--- src/rtl/lsu.sv ---
// Load/store unit in front of a word-only data memory: alignment/funct3 checks,
// load extraction with extension, sub-word stores via read-modify-write.
// Optional build macro LSU_MISALIGN_TRAP_EN: misaligned halfword/word requests
// return an error instead of being forced to natural alignment.
module lsu (
  input  logic        clk,
  input  logic        rst,
  input  logic        req_valid,
  output logic        req_ready,
  input  logic        req_store,
  input  logic [2:0]  req_funct3,
  input  logic [31:0] req_addr,
  input  logic [31:0] req_wdata,
  output logic        resp_valid,
  output logic [31:0] resp_rdata,
  output logic        resp_err,
  output logic        mem_we,
  output logic [31:0] mem_addr,
  output logic [31:0] mem_wd,
  input  logic [31:0] mem_rd
);

  typedef enum logic [1:0] {IDLE, ACCESS, WRITE, DONE} state_t;

  state_t      state, state_nxt;
  logic        store_q;
  logic [2:0]  funct3_q;
  logic [31:0] addr_q;
  logic        err_q;
  logic signed [31:0] rdata_q;
  logic [31:0] wdata_q;
  logic [31:0] merged_q;
  logic        req_err;

  function automatic logic illegal_op(input logic st, input logic [2:0] f3);
    if (st) return f3[2] || (f3[1:0] == 2'b11);
    return (f3 == 3'b011) || (f3[2:1] == 2'b11);
  endfunction

  function automatic logic misaligned(input logic [2:0] f3, input logic [1:0] lo);
    case (f3[1:0])
      2'b01:   return lo[0];
      2'b10:   return lo != 2'b00;
      default: return 1'b0;
    endcase
  endfunction

  // Natural alignment; only matters when misalignment is not trapped.
  function automatic logic [31:0] align_addr(input logic [2:0] f3, input logic [31:0] a);
    case (f3[1:0])
      2'b01:   return {a[31:1], 1'b0};
      2'b10:   return {a[31:2], 2'b00};
      default: return a;
    endcase
  endfunction

  function automatic logic signed [31:0] load_extend(input logic [2:0] f3, input logic [1:0] off,
                                                     input logic [31:0] word);
    logic [31:0]        shifted;
    logic signed [7:0]  b_s;
    logic signed [15:0] h_s;
    shifted = word >> {off, 3'b000};
    b_s = shifted[7:0];
    h_s = shifted[15:0];
    case (f3)
      3'b000:  return 32'(b_s);
      3'b001:  return 32'(h_s);
      3'b100:  return {24'd0, shifted[7:0]};
      3'b101:  return {16'd0, shifted[15:0]};
      default: return shifted;
    endcase
  endfunction

  function automatic logic [31:0] store_merge(input logic [2:0] f3, input logic [1:0] off,
                                              input logic [31:0] old, input logic [31:0] wd);
    logic [31:0] mask;
    mask = (f3[0] ? 32'h0000_FFFF : 32'h0000_00FF) << {off, 3'b000};
    return (old & ~mask) | ((wd << {off, 3'b000}) & mask);
  endfunction

`ifdef LSU_MISALIGN_TRAP_EN
  assign req_err = illegal_op(req_store, req_funct3) || misaligned(req_funct3, req_addr[1:0]);
`else
  assign req_err = illegal_op(req_store, req_funct3);
`endif

  // Control and response registers: cleared by reset because they are visible on ports.
  always_ff @(posedge clk) begin
    if (rst) begin
      state    <= IDLE;
      store_q  <= 1'b0;
      funct3_q <= 3'd0;
      addr_q   <= 32'd0;
      err_q    <= 1'b0;
      rdata_q  <= '0;
    end else begin
      state <= state_nxt;
      case (state)
        IDLE: if (req_valid) begin
          store_q  <= req_store;
          funct3_q <= req_funct3;
          addr_q   <= align_addr(req_funct3, req_addr);
          err_q    <= req_err;
          rdata_q  <= '0;
        end
        ACCESS: if (!store_q) rdata_q <= load_extend(funct3_q, addr_q[1:0], mem_rd);
        default: ;
      endcase
    end
  end

  // Store data path: only consumed while mem_we is high, so no reset needed.
  always_ff @(posedge clk) begin
    if (state == IDLE && req_valid) wdata_q <= req_wdata;
    if (state == ACCESS) merged_q <= store_merge(funct3_q, addr_q[1:0], mem_rd, wdata_q);
  end

  always_comb begin
    state_nxt  = state;
    req_ready  = 1'b0;
    resp_valid = 1'b0;
    mem_we     = 1'b0;
    mem_wd     = 32'd0;
    case (state)
      IDLE: begin
        req_ready = 1'b1;
        if (req_valid) state_nxt = req_err ? DONE : ACCESS;
      end
      ACCESS: begin
        // Legal stores are 000/001/010, so funct3[1] alone marks SW.
        if (store_q && funct3_q[1]) begin
          mem_we    = 1'b1;
          mem_wd    = wdata_q;
          state_nxt = DONE;
        end else if (store_q) begin
          state_nxt = WRITE;
        end else begin
          state_nxt = DONE;
        end
      end
      WRITE: begin
        mem_we    = 1'b1;
        mem_wd    = merged_q;
        state_nxt = DONE;
      end
      DONE: begin
        resp_valid = 1'b1;
        state_nxt  = IDLE;
      end
      default: state_nxt = IDLE;
    endcase
    // Reset must cancel an in-flight write and response in the same cycle.
    if (rst) begin
      mem_we     = 1'b0;
      mem_wd     = 32'd0;
      resp_valid = 1'b0;
    end
  end

  assign mem_addr   = {addr_q[31:2], 2'b00};
  assign resp_rdata = rdata_q;
  assign resp_err   = err_q;

endmodule

--- config.mk ---
export PLATFORM = sky130hd
export DESIGN_NAME = lsu
export DESIGN_NICKNAME = d
export VERILOG_FILES = /design/src/rtl/lsu.sv
export SDC_FILE = /design/constraint.sdc
export NUM_CORES = 1
export LEC_CHECK = 0
export CORE_MARGIN = 5
export CORE_UTILIZATION = 35
export DETAILED_ROUTE_END_ITERATION = 10
export PLACE_DENSITY = 0.65
export SYNTH_ARGS = -nofsm -noshare
export SYNTH_HDL_FRONTEND = slang
export SYNTH_SLANG_ARGS = --single-unit
--- constraint.sdc ---
create_clock -name clk -period 2.9 [get_ports clk]
set_clock_uncertainty 0.15 [all_clocks]
set_input_delay 0.58 -clock clk [delete_from_list [all_inputs] [get_ports clk]]
set_output_delay 0.58 -clock clk [all_outputs]
set_load 0.05 [all_outputs]
; ---- After elaboration in Yosys (flattened, before gate mapping)
; Index checks and enable logic that the tools add are counted.
; Widths: inputs -> output; s select.
[totals]
reg_bits = 135
output_inout_bits = 100
[op_classes]
n_eq_ne = 13
shifts = 3
muxes = 23
bitwise = 4
reduce_logical = 9
[op_table]
columns = op, n
row1 = $mux 32, 4
row2 = $pmux 32 s2, 2
row3 = $pmux 32 s4, 1
row4 = $and 32x32->32, 2
row5 = $not 32->32, 1
row6 = $or 32x32->32, 1
row7 = $shl 16x5->32, 1
row8 = $shl 32x5->32, 1
row9 = $shr 32x5->32, 1
row10 = $mux 16, 1
row11 = $eq 2x2->1 const B, 5
row12 = $mux 1, 10
row13 = $pmux 2 s4, 1
row14 = $eq 3x3->1 const B, 2
row15 = $eq 2x1->1 const B, 2
row16 = $mux 2, 2
row17 = $ne 2x2->1 const B, 2
row18 = $pmux 2 s2, 1
row19 = $eq 3x1->1 const B, 1
row20 = $eq 3x2->1 const B, 1
row21 = $logic_not 3->1, 1
row22 = $reduce_and 3->1, 1
row23 = $logic_and 1x1->1, 2
row24 = $logic_not 2->1, 1
row25 = other kinds (4), 5

; ---- Longest topological paths before layout
[depth]
depth_word = 7
depth_mapped = 8
depth_no_buf = 6

; ---- Worst setup path before layout
; No wires, ideal clock.
[synth_timing]
path_type = register to output
startpoint = register state[1]
endpoint = output port mem_wd[22]
arrival_ns = 2.827
required_time_ns = 2.170
path_slack_ns = -0.657
path_stages_with_launch = 8
path_buffers = 2
path_cell_list = dfxtp_1 inv_1 ha_1 and3_1 clkbuf_1 clkbuf_1 a22oi_1 nor2_1
[synth_between]
elab_chain_len = 3
elab_cells_between_ends = 4
[synth_lines]
columns = item, line
row1 = "start, declared", 25  ; state_t state, state_nxt;
row2 = "start signal, assigned", 97  ; state <= state_nxt;
row3 = $eq 2x2->1 / $eq 2x1->1 (equally long branches), 124  ; case (state)
row4 = $pmux 32 s2 *, 124
row5 = $mux 32 *, 153  ; if (rst) begin
row6 = "end, declared", 19  ; output logic [31:0] mem_wd,
; Every way passes the cells marked *; elsewhere a longest branch is shown, timed or not.

; ---- Final worst setup path
[layout_timing]
startpoint = register state[1]
endpoint = output port mem_wd[4]
; The elaborated chain is that of the path after synthesis.

==> impl_results.md <==
- Status: complete, no violations
- Most area-hungry cell type in the Yosys netlist: edfxtp_1
- Sum Neg Setup Slack: 0 ns
- GRT Util Overall: 18.9%
- Critical Path AT: 2.04 ns
- Upper clock frequency limit: 361 MHz
- Total Routed Length: 20.4 mm
- Die H: 146 um
- Core area: 18100 um^2
- First-pass GRT wire length: 31.4 mm
- Top-count cell post-synth: nand2_1
- Vias per Instance: 5.31
- YS warnings: 0
- Synth top area cells: edfxtp_1 30%, dfxtp_1 22%, nand2_1 5.2%, a21oi_1 4.9%, a22oi_1 4.8%
- Reg clk slew, reported paths: 0.06 ns
- Min-delay worst type: flip-flop to flip-flop
- Synth-to-layout area growth: 44.4%
- Slew @ Worst Pin: 0.893 ns
- Worst endpoint required time: 2.17 ns
- Sinks on Clock Net: 135
- First drt pass iteration count: 5
- M1 GR Usage: 22.2%
- Global Route met3 Usage: 7.69%
- CP Launch Type: flip-flop
- Total gr overflow: 0
- Vias in the first global route: 5591
- Setup crit end kind: output pin
- # placed instances: 1006
- Post-synth top area share: 29.7%
- Worst-path fanout max: 33
- Routed Antenna Nets: 0
- Async set or reset register ratio after synthesis: 0%
- Initial DRC count: 524
- Final Hold Slack: 0.301 ns
- CTS Root Cell: clkbuf_16
- Num ports: 203
- Number of port buffers: 200
- Commonest cells post-synth: 90 x nand2_1, 71 x dfxtp_1, 64 x edfxtp_1
- Fillcell total: 1602
- Max-Cap Viols: 0
- Die area: 21300 um^2
- RSZ-0062 raised after global routing: false
- Maximum vdd drop: 0.000444 V
- HPWL after detailed placement: 15.3 mm
- Routed len/inst: 19.7 um
- Die width: 146 um
- Final period util: 95.6%
- Hold_buf cts: 0
- Nets: 906
- Combined area of the multi-input logic cells: 2730 um^2
- Yosys cell types: 41
- Dpl ws: 0.407 ns
- Vias post-DR: 5521
- Final setup fails: 0
- Pwr dens: 859 nW/um^2
- Cell Area, Synth: 6470 um^2
- Setup repair bufs after CTS: 0
- Share of layout cells above drive strength 1: 16.2%
- Post-Layout Cell Count: 1039
- Post-CTS sizing: 0
- Leakage: 3.19 nW
- Max Slew Vio Count: 0
- Post-layout min period: 2.77 ns
- Synth Flop Type: dfxtp_1
- Post-Syn Instances: 646
- Grt met2 use: 31.1%
- Syn Area/Cell: 10.0 um^2
- CTS Buf Count: 17
- Layer with the highest usage: met2
- Crit Path Class: flip-flop to output pin
- Initial antenna violation count: 1
- Final core utilization: 51.6%
- #FFs+latches synth: 135
- Num rows: 49
- Setup WS post-layout: 0.128 ns
- Pin count of the biggest net entering global routing: 70
- R2r setup slk: 0.42 ns
- CTS tree: yes
- Sequential share of the synthesized area: 51.7%
- CTS H-tree lvls: 4
- Worst rel slew slack: 40.2%
- RePlAce Congestion: 0.863
- Clock Tree Buf Depth: 2
- DRC: 0
- Clock Latency Late Sink: 0.42 ns
- Post-synth EDFFs: 64
- Fin. Hold Viols: 0
- Starting Density: 35.8%
- Register Area: 3350 um^2
## registers in the layout (all words and copies together), names as in the netlist
signal	cells
addr_q	32
state	2
funct3_q	3
wdata_q	32
merged_q	32
resp_rdata	32
resp_err	1
store_q	1
## stage by stage
step	instance area (um^2)	power, mW
final	9340	8.02
after detailed placement	8780	6.07
after global placement	8780	5.98
after floorplan	6560	4.98
after CTS	9330	8.10
after global routing	9340	8.43
## layout by cell type (no fill, tap or decap), types with 19 or more instances in the layout
| cell | n |
|---|---|
| edfxtp_1 | 64 |
| nor2_2 | 30 |
| nor2b_1 | 21 |
| clkdlybuf4s50_1 | 164 |
| a22oi_1 | 41 |
| a21oi_1 | 63 |
| nor2_1 | 19 |
| dfxtp_1 | 69 |
| buf_12 | 31 |
| mux2i_1 | 24 |
| nand2_1 | 90 |
## report_power, final
group	internal, mW	total, mW	switching, mW
Combinational	1.13	3.15	2.02
Sequential	2.56	2.85	0.293
Clock	1.25	2.02	0.770
Total	4.94	8.02	3.08
## worst paths after layout
check / depth (start not counted) / startpoint / to
setup / recovery: 7 / state[1] / mem_wd[4]
hold / removal: 2 / addr_q[20] / addr_q[20]
hold reg to reg: 2 / addr_q[20] / addr_q[20]
setup reg to reg: 8 / state[1] / resp_rdata[19]
## worst max-delay path, cell delays in order, from the launching register on
cell	delay [ns]
dfxtp_1	0.34
inv_1	0.17
ha_4	0.15
and3_1	0.15
buf_4	0.33
a22oi_1	0.15
nor2_2	0.17
buf_12	0.15
## cell families after synthesis
logic type      after synthesis  share of synthesized area, %
compound gates              190                          19.8
simple gates                181                          12.5
flops                       135                          51.7
buf+inv                      90                          7.60
mux                          41                          6.85
fa+ha+maj                     7                          1.35
other cells                   1                        0.0580
xor+xnor                      1                         0.135
## area by class of cell
class / instances / share of cell area, %
Clock inverter: 11 / 1.15
Clock buffer: 21 / 4.72
Sequential cell: 135 / 35.8
Timing Repair Buffer: 214 / 25.8
Inverter: 6 / 0.241
Antenna cell: 1 / 0.0268
Tap cell: 229 / 3.07
Multi-Input combinational cell: 422 / 29.2
## layer usage
layer | share of wire, % | vias to the layer above
met5 | 0 | -
met4 | 2.1 | 0
met3 | 10 | 34
met2 | 48 | 262
met1 | 40 | 2603
li1 | - | 2622
No activity file was read; power rests on OpenSTA's default activity.
